## src/rtl/veopixel_frame_controller.sv

```systemverilog
// ---------------------------------------------------------------------------
// veopixel_frame_controller
//
// Streams one LED-strip frame for the VeoPixels output path.
// After a start request it reads NUM_LEDS 24-bit pixels from an external
// pixel memory. For every bit it emits one 2-bit symbol, MSB first, for
// BIT_CYCLES clocks. It then holds the latch symbol for RESET_CYCLES clocks
// and pulses done. The next LED's pixel is prefetched during the bit-0 slot
// of the current LED, so LEDs follow each other with no gap.
//
// Optional feature macro: VEO_BRIGHTNESS_EN
//   defined   -> each 8-bit channel is scaled by (brightness+1)/256 at capture,
//                with brightness sampled when the frame is accepted
//   undefined -> pix_data is passed through unchanged; brightness is ignored
//
// Ports:
//   clk         in   system clock, rising edge
//   rst_n       in   synchronous active-low reset
//   start       in   frame request, only honoured in IDLE
//   brightness  in   8-bit global scale (VEO_BRIGHTNESS_EN only)
//   busy        out  high from the cycle after accept through the done cycle
//   done        out  one-cycle pulse at frame end
//   pix_rd      out  one-cycle pixel read strobe
//   pix_addr    out  pixel index 0..NUM_LEDS-1
//   pix_data    in   pixel word, valid one cycle after pix_rd
//   sym_strobe  out  pulse on the first clock of every slot and of the latch
//   symbol      out  00 = bit 0, 01 = bit 1, 11 = reset/latch
// ---------------------------------------------------------------------------
module veopixel_frame_controller #(
  parameter int NUM_LEDS     = 8,
  parameter int BIT_CYCLES   = 61,
  parameter int RESET_CYCLES = 2500,
  parameter int AW           = (NUM_LEDS > 1) ? $clog2(NUM_LEDS) : 1
) (
  input  logic          clk,
  input  logic          rst_n,
  input  logic          start,
  input  logic [7:0]    brightness,
  output logic          busy,
  output logic          done,
  output logic          pix_rd,
  output logic [AW-1:0] pix_addr,
  input  logic [23:0]   pix_data,
  output logic          sym_strobe,
  output logic [1:0]    symbol
);

  localparam int SW = $clog2(BIT_CYCLES);
  localparam int LW = (RESET_CYCLES > 1) ? $clog2(RESET_CYCLES) : 1;

  localparam logic [SW-1:0] SLOT_LAST  = SW'(BIT_CYCLES - 1);
  localparam logic [LW-1:0] LATCH_LAST = LW'(RESET_CYCLES - 1);
  localparam logic [AW-1:0] LED_LAST   = AW'(NUM_LEDS - 1);

  typedef enum logic [2:0] {
    S_IDLE,
    S_FETCH,
    S_LOAD,
    S_SHIFT,
    S_LATCH,
    S_DONE
  } state_t;

  state_t state;
  state_t state_next;

  logic [SW-1:0] slot_cnt;
  logic [4:0]    bit_cnt;
  logic [AW-1:0] led_idx;
  logic [LW-1:0] latch_cnt;
  logic [23:0]   shreg;
  logic [23:0]   hold;
  logic          hold_pending;
  logic [AW-1:0] addr_q;
  logic [AW-1:0] rd_addr;
  logic [23:0]   pix_word;

  logic slot_first;
  logic slot_end;
  logic last_bit;
  logic last_led;
  logic prefetch;
  logic accept;

  assign slot_first = (slot_cnt == '0);
  assign slot_end   = (slot_cnt == SLOT_LAST);
  assign last_bit   = (bit_cnt == 5'd0);
  assign last_led   = (led_idx == LED_LAST);
  assign accept     = (state == S_IDLE) && start;

  // The next pixel is requested on the first clock of the bit-0 slot so that
  // it is sitting in the holding register well before the slot ends.
  assign prefetch = (state == S_SHIFT) && slot_first && last_bit && !last_led;

  // pix_addr holds the last read address between strobes, so it never
  // jumps around while no read is in flight.
  assign pix_addr = pix_rd ? rd_addr : addr_q;

`ifdef VEO_BRIGHTNESS_EN
  // Brightness scaling: three independent 8x9 products, high byte kept.
  logic [7:0]  bright_q;
  logic [8:0]  scale;
  logic [15:0] prod_r;
  logic [15:0] prod_g;
  logic [15:0] prod_b;
  logic        unused_prod;

  always_ff @(posedge clk) begin
    if (!rst_n) begin
      bright_q <= 8'd0;
    end else if (accept) begin
      bright_q <= brightness;
    end
  end

  assign scale       = {1'b0, bright_q} + 9'd1;
  assign prod_r      = {8'd0, pix_data[23:16]} * {7'd0, scale};
  assign prod_g      = {8'd0, pix_data[15:8]}  * {7'd0, scale};
  assign prod_b      = {8'd0, pix_data[7:0]}   * {7'd0, scale};
  assign pix_word    = {prod_r[15:8], prod_g[15:8], prod_b[15:8]};
  assign unused_prod = ^{prod_r[7:0], prod_g[7:0], prod_b[7:0]};
`else
  logic unused_brightness;

  assign pix_word          = pix_data;
  assign unused_brightness = ^brightness;
`endif

  // State register.
  always_ff @(posedge clk) begin
    if (!rst_n) begin
      state <= S_IDLE;
    end else begin
      state <= state_next;
    end
  end

  // Next-state and output decode.
  always_comb begin
    state_next = state;
    busy       = 1'b0;
    done       = 1'b0;
    pix_rd     = 1'b0;
    rd_addr    = '0;
    sym_strobe = 1'b0;
    symbol     = 2'b11;

    case (state)
      S_IDLE: begin
        if (start) begin
          state_next = S_FETCH;
        end
      end

      S_FETCH: begin
        busy       = 1'b1;
        pix_rd     = 1'b1;
        rd_addr    = '0;
        state_next = S_LOAD;
      end

      S_LOAD: begin
        busy       = 1'b1;
        state_next = S_SHIFT;
      end

      S_SHIFT: begin
        busy       = 1'b1;
        symbol     = {1'b0, shreg[23]};
        sym_strobe = slot_first;
        if (prefetch) begin
          pix_rd  = 1'b1;
          rd_addr = led_idx + AW'(1);
        end
        if (slot_end && last_bit && last_led) begin
          state_next = S_LATCH;
        end
      end

      S_LATCH: begin
        busy       = 1'b1;
        sym_strobe = (latch_cnt == '0);
        if (latch_cnt == LATCH_LAST) begin
          state_next = S_DONE;
        end
      end

      S_DONE: begin
        busy       = 1'b1;
        done       = 1'b1;
        state_next = S_IDLE;
      end

      default: begin
        state_next = S_IDLE;
      end
    endcase
  end

  // Datapath: slot/bit/LED/latch counters, shift register and prefetch
  // holding register. Counters are re-armed on accept so an aborted frame
  // leaves nothing behind for the next one.
  always_ff @(posedge clk) begin
    if (!rst_n) begin
      slot_cnt     <= '0;
      bit_cnt      <= 5'd0;
      led_idx      <= '0;
      latch_cnt    <= '0;
      shreg        <= 24'd0;
      hold         <= 24'd0;
      hold_pending <= 1'b0;
      addr_q       <= '0;
    end else begin
      hold_pending <= prefetch;

      if (pix_rd) begin
        addr_q <= rd_addr;
      end

      case (state)
        S_IDLE: begin
          if (start) begin
            slot_cnt  <= '0;
            bit_cnt   <= 5'd23;
            led_idx   <= '0;
            latch_cnt <= '0;
          end
        end

        S_LOAD: begin
          shreg <= pix_word;
        end

        S_SHIFT: begin
          if (hold_pending) begin
            hold <= pix_word;
          end
          if (slot_end) begin
            slot_cnt <= '0;
            if (last_bit) begin
              // Next LED starts with its bit 23 right after this slot.
              bit_cnt <= 5'd23;
              shreg   <= hold;
              if (!last_led) begin
                led_idx <= led_idx + AW'(1);
              end
            end else begin
              bit_cnt <= bit_cnt - 5'd1;
              shreg   <= {shreg[22:0], 1'b0};
            end
          end else begin
            slot_cnt <= slot_cnt + SW'(1);
          end
        end

        S_LATCH: begin
          latch_cnt <= latch_cnt + LW'(1);
        end

        S_DONE: begin
          latch_cnt <= '0;
        end

        default: begin
        end
      endcase
    end
  end

endmodule

```

## config.mk

```make
export PLATFORM = sky130hd
export DESIGN_NAME = veopixel_frame_controller
export DESIGN_NICKNAME = d
export VERILOG_FILES = /design/src/rtl/veopixel_frame_controller.sv
export SDC_FILE = /design/constraint.sdc
export NUM_CORES = 1
export LEC_CHECK = 0
export ABC_AREA = 1
export CORE_MARGIN = 2
export CORE_UTILIZATION = 60
export CTS_BUF_LIST = sky130_fd_sc_hd__clkbuf_16
export DETAILED_ROUTE_END_ITERATION = 10
export PLACE_DENSITY = 0.84
export SYNTH_ARGS = -nofsm -noshare
export SYNTH_HDL_FRONTEND = slang
export SYNTH_SLANG_ARGS = --single-unit
```

## constraint.sdc

```tcl
create_clock -name clk -period 3.69 [get_ports clk]
set_input_delay 0.369 -clock clk [delete_from_list [all_inputs] [get_ports clk]]
set_output_delay 0.369 -clock clk [all_outputs]
set_load 0.02 [all_outputs]
```

==> results of run 1 <==
[cell families after synthesis]
logic type / Yosys count / synth area share [%]
xor+xnor: 2 / 0.436
simple gates: 213 / 23.1
fa+ha+maj: 7 / 2.18
compound gates: 175 / 23.8
flops: 81 / 40.3
buf+inv: 93 / 10.1
[worst register-to-register path, stage by stage (launching register included)]
cell     delay (ps)
dfxtp_1         380
inv_2            90
nor2_4          110
nand2_4         270
inv_4           440
nand2_2         530
o21ai_0         360
a21oi_1          60
[power by group]
group | internal (mW) | switching [mW]
logic | 0.415 | 0.906
clock network | 0.462 | 0.379
registers | 1.05 | 0.114
total | 1.92 | 1.40
[state kept, by name, summed over array words and instances (netlist names)]
| name | flops |
|---|---|
| addr_q | 3 |
| hold_pending | 1 |
| hold | 24 |
| latch_cnt | 12 |
| bit_cnt | 5 |
| state | 3 |
| slot_cnt | 6 |
| led_idx | 3 |
| shreg | 24 |
[placed cells by master, fill, tap and decap left out]
cell type,Yosys,final
a21oi_4,1,1
nor4_1,1,1
nand4_1,7,7
a21oi_1,91,91
nor2_4,3,3
nand2_2,1,1
o21ai_1,4,4
o211ai_1,23,23
ha_1,7,7
inv_6,0,1
and3_1,1,1
dfxtp_1,81,81
nor2_2,3,3
buf_4,1,4
clkdlybuf4s50_1,0,35
clkinv_4,0,1
inv_1,60,60
nand2_1,109,109
clkbuf_16,0,9
clkinvlp_4,0,3
nand2_4,2,2
nand3_1,35,35
xor2_1,2,2
nor3_1,6,6
o21ai_0,54,54
inv_4,1,1
clkinv_1,0,1
nand3b_1,1,1
o21bai_1,1,1
o21ai_4,1,1
inv_2,4,4
or2_2,2,2
inv_8,0,1
nor2_1,42,42
[cell type report]
cell class,count,area [sq um],share of cell area [%]
multi-input cells,397,1990,43.2
clock buffers,9,225,4.88
well taps,77,96.3,2.09
inverters,65,246,5.34
clock inverters,7,55.1,1.19
flip-flops and latches,81,1620,35.1
repair buffers,39,380,8.24
[routing by layer]
metal | part of all wire (%) | track usage [%] | up-vias
met2 | 48 | 42.4 | 106
met5 | 0 | 0 | -
met3 | 5.4 | 4.14 | 14
met4 | 1.4 | 9.52 | 0
met1 | 46 | 32.4 | 1746
li1 | - | - | 1949
[metrics by stage]
step,instances,util (%),setup WS (ps),power [mW]
3_5_place_dp,659,67.5,1220,2.47
5_1_grt,675,71.9,706,3.56
4_1_cts,675,71.9,843,3.32
3_3_place_gp,659,67.5,1220,2.43
2_1_floorplan,571,-,1870,2.21
6_report,675,71.9,815,3.32
[worst min-delay path by stage]
| stage | from | endpoint | slack, ps | cells past startpoint |
|---|---|---|---|---|
| after floorplan | hold[10] | hold[10] | 430 | 2 |
| final | hold[18] | hold[18] | 460 | 2 |
| after CTS | hold[21] | hold[21] | 460 | 2 |
| after global placement | hold[23] | hold[23] | 440 | 2 |
| after global routing | hold[13] | hold[13] | 480 | 2 |
| after detailed placement | hold[21] | hold[21] | 440 | 2 |
==> results.sh, run 1 <==
export IMPL_status="finished, final reports clean"
export IMPL_portBuffers=35
export IMPL_fill_cells=522
export IMPL_cts_buffer_depth=2
export IMPL_worst_pin_slew_ps=732
export IMPL_rsz0062_at_grt="no"
export IMPL_max_slew_margin_rel_pct=51.0
export IMPL_crit_end="pix_addr[1]"
export IMPL_gr_total_overflow=0
export IMPL_cp_data_arrival_time_ps=2510
export IMPL_cp_required_ps=3320
export IMPL_design_die_area_sq_um=7370
export IMPL_initial_core_util_pct=62.6
export IMPL_antenna_found_initial=0
export IMPL_crit_type="register to output pin"
export IMPL_end_kind="output pin"
export IMPL_num_vias=3815
export IMPL_cts_hold_buf=0
export IMPL_period_minus_slack_ps=2870
export IMPL_crit_chain="inv_2 -> nor2_4 -> nand2_4 -> inv_4 -> nand4_1 -> nand2_1 -> clkdlybuf4s50_1"
export IMPL_ys_warn_count=0
export IMPL_cp_max_fo=37
export IMPL_area_delta_synth_final_pct=14.8
export IMPL_avgSynthCellArea_sq_um=7.04
export IMPL_hpwl_um=5550
export IMPL_cts_max_level=3
export IMPL_synth_area_top_cells="dfxtp_1 (40%), a21oi_1 (11%), nand2_1 (10%)"
export IMPL_grt_pass1_wl_um=15200
export IMPL_synth_seq_cells=81
export IMPL_hold_viol=0
export IMPL_synth_enable_flop_cells=0
export IMPL_drt_iter0_drc=242
export IMPL_period_share_pct=77.9
export IMPL_cp_startpoint="state[1]"
export IMPL_cts_resized=0
export IMPL_drv_slew=0
export IMPL_grt_start_max_net_pins=57
export IMPL_cts_sinks=81
export IMPL_grtUsageTotal_pct=25.2
export IMPL_reg2reg_to="hold[16]"
export IMPL_drt_total_wl_um=8940
export IMPL_setup_tns_ps=0
export IMPL_cp_depth=7
export IMPL_ys_flop_type="dfxtp_1"
export IMPL_fmax_mhz=348
export IMPL_worst_setup_path_start_kind="register"
export IMPL_crit_buf_inv=3
export IMPL_drtPass1Iterations=8
export IMPL_netlist_area_leader_share_pct=40.3
export IMPL_crit_family="buffers and inverters"
export IMPL_io_pins=44
export IMPL_cts_tree="done"
export IMPL_synth_fp_nets=613
export IMPL_syn_inst=571
export IMPL_gp_congestion=0.922
export IMPL_r2r_start="state[1]"
export IMPL_ys_async_sr_fraction_pct=0
export IMPL_nets=635
export IMPL_drive_above_1_share_pct=6.19
export IMPL_reg2reg_slack_ps=1310
export IMPL_antenna_cells=0
export IMPL_yosysMostFrequentCell="nand2_1"
export IMPL_viasPerCell=5.65
export IMPL_reg2reg_depth=7
export IMPL_synth_distinct_cells=31
export IMPL_die_w_um=85.9
export IMPL_p_leak_nw=1.82
export IMPL_core_area_sq_um=6420
export IMPL_clockRootBuffer="clkbuf_16"
export IMPL_die_height_um=85.9
export IMPL_cpPeakStageDelay_ps=600
export IMPL_clk_latency_ps=330
export IMPL_synth_top_cells_by_count="nand2_1 (109), a21oi_1 (91), dfxtp_1 (81), inv_1 (60), o21ai_0 (54)"
export IMPL_drc=0
export IMPL_final_area_sq_um=4620
export IMPL_max_cap_violations=0
export IMPL_synth_area_sq_um=4020
export IMPL_whs_ps=456
export IMPL_path_clk_slew_ps=60
export IMPL_seq_area_frac_synth_pct=40.3
export IMPL_cts_buffers_inserted=9
export IMPL_fin_skew_ps=6.25
export IMPL_cts_setup_buffers=0
export IMPL_final_setup_viol_count=0
export IMPL_placed_area_sq_um=4340
export IMPL_hold_class="register to register"
export IMPL_slowest_stage="clkdlybuf4s50_1"
export IMPL_routedWlPerCell_um=13.2
export IMPL_synth_top_area_cell="dfxtp_1"
export IMPL_vdd_ir_drop_max_v=0.000405
export IMPL_grt_pass1_vias=3454
export IMPL_row_count=29
export IMPL_ant_nets=0
export IMPL_power_density_nw_per_um2=719
(Power assumes the default switching activity.)
==> inputs of run 2 (changes only) <==
Settings changed: CORE_UTILIZATION 60 to 51, PLACE_DENSITY 0.84 to 0.76.
Clock period 3.69 ns to 2.4 ns, I/O delays scaled along.
==> run 2 against run 1 <==
Non-clock buffer count grew 3. Highest routed layer unchanged. Die area grew 17%. Via count shrank 0.84%. Global-route usage shrank 4.0 points. Register-to-register slack lost 840 ps.
==> results.sh, run 2 (synthesis results as in run 1) <==
export IMPL_max_slew_margin_rel_pct=60.8
export IMPL_path_clk_slew_ps=60
export IMPL_crit_type="register to output pin"
export IMPL_cts_tree="done"
export IMPL_cpPeakStageDelay_ps=330
export IMPL_area_delta_synth_final_pct=16.1
export IMPL_fin_skew_ps=6.71
export IMPL_die_w_um=92.8
export IMPL_cp_required_ps=2160
export IMPL_vdd_ir_drop_max_v=0.000760
export IMPL_whs_ps=453
export IMPL_seq_area_sq_um=1620
export IMPL_max_cap_violations=0
export IMPL_power_density_nw_per_um2=1090
export IMPL_grt_pass1_vias=3495
export IMPL_top_regs="hold: 24 flops, shreg: 24 flops, latch_cnt: 12 flops"
export IMPL_design_die_area_sq_um=8610
export IMPL_grt_pass1_wl_um=15000
export IMPL_num_vias=3783
export IMPL_antenna_found_initial=0
export IMPL_crit_chain="ha_1 -> ha_1 -> inv_1 -> nand4_1 -> inv_2 -> nand2_1 -> nand3_1 -> nand2_1 -> dlygate4sd2_1"
export IMPL_cts_hold_buf=0
export IMPL_nets=638
export IMPL_clockRootBuffer="clkbuf_16"
export IMPL_fmax_mhz=445
export IMPL_routedWlPerCell_um=12.4
export IMPL_hold_class="register to register"
export IMPL_period_share_pct=93.6
export IMPL_row_count=32
export IMPL_fill_cells=725
export IMPL_rsz0062_at_grt="no"
export IMPL_worst_setup_path_start_kind="register"
export IMPL_gp_congestion=0.848
export IMPL_most_common_layout_cells="nand2_1 (109), a21oi_1 (91), dfxtp_1 (81)"
export IMPL_clk_latency_ps=330
export IMPL_initial_core_util_pct=52.3
export IMPL_drv_slew=0
export IMPL_period_minus_slack_ps=2250
export IMPL_setup_tns_ps=0
export IMPL_p_leak_nw=1.86
export IMPL_die_height_um=92.8
export IMPL_portBuffers=35
export IMPL_reg2reg_depth=9
export IMPL_cts_buffer_depth=2
export IMPL_drt_total_wl_um=8720
export IMPL_slowest_stage="dfxtp_1"
export IMPL_ant_nets=0
export IMPL_min_path_cells=2
export IMPL_grtUsageTotal_pct=21.2
export IMPL_hold_viol=0
export IMPL_end_kind="output pin"
export IMPL_io_pins=44
export IMPL_cts_buffers_inserted=9
export IMPL_cp_data_arrival_time_ps=2010
export IMPL_hpwl_um=5760
export IMPL_multi_input_area_sq_um=2000
export IMPL_drtPass1Iterations=4
export IMPL_cts_sinks=81
export IMPL_drive_above_1_share_pct=6.99
export IMPL_drt_iter0_drc=134
export IMPL_worst_pin_slew_ps=585
export IMPL_gr_total_overflow=0
export IMPL_grt_start_max_net_pins=56
export IMPL_cp_max_fo=5
export IMPL_drc=0
export IMPL_cts_max_level=3
export IMPL_final_setup_viol_count=0
export IMPL_core_area_sq_um=7690
export IMPL_final_common_cell="nand2_1"
export IMPL_viasPerCell=5.38
export IMPL_status="finished, final reports clean"
export IMPL_antenna_cells=0
-- run 2: power breakdown --
group	total [mW]	switching, mW	internal, mW
logic	2.02	1.38	0.639
registers	1.78	0.174	1.61
clock network	1.28	0.571	0.706
-- run 2: cell type report --
| class | instances | area share (%) |
|---|---|---|
| multi-input combinational | 397 | 42.7 |
| inverter | 65 | 5.28 |
| sequential | 81 | 34.7 |
| clock buffer | 9 | 4.82 |
| tap | 102 | 2.73 |
| timing repair buffer | 42 | 8.57 |
| clock inverter | 7 | 1.13 |
-- run 2: what timing repair did --
action,4_1_cts,5_1_grt
setup buffers,0,0
gates resized for setup,4,3
gates cloned,0,0
pin swaps,0,0
hold endpoints to repair,0,0
endpoints found under the setup margin,4,4
-- run 2: critical path: cells and delay by family (launching register included) --
| kind | cells | cell delay, ps |
|---|---|---|
| buf+inv | 3 | 490 |
| flops | 1 | 330 |
| simple gates | 4 | 460 |
| fa+ha+maj | 2 | 400 |
-- run 2: layer usage --
| metal | wire length, um | share of wire, % | GRT usage [%] |
|---|---|---|---|
| met5 | 0 | 0 | 0 |
| met4 | 144 | 1.7 | 8.70 |
| met3 | 337 | 3.9 | 3.58 |
| met2 | 4080 | 47 | 36.8 |
| met1 | 4160 | 48 | 26.0 |
-- run 2: final timing paths --
check / slack, ps / to / startpoint
min: 450 / hold[4] / hold[4]
min reg2reg: 450 / hold[4] / hold[4]
max reg2reg: 470 / hold[13] / state[1]
max: 150 / pix_addr[2] / led_idx[0]
-- run 2: through the flow --
stage,instance area [sq um],utilization (%),setup WS (ps),std cells,power [mW]
global placement,4390,57.1,330,687,3.77
detailed placement,4390,57.1,277,687,3.81
global route,4670,60.7,32.9,703,5.45
finish,4670,60.7,154,703,5.08
CTS,4660,60.7,49.0,703,5.09
floorplan,4020,-,708,571,3.40
==> inputs of run 3 (changes only) <==
Settings changed: CAP_MARGIN set to 20.
==> results of run 3 <==
Final layout, timing and power as in run 2 (identical DEF).
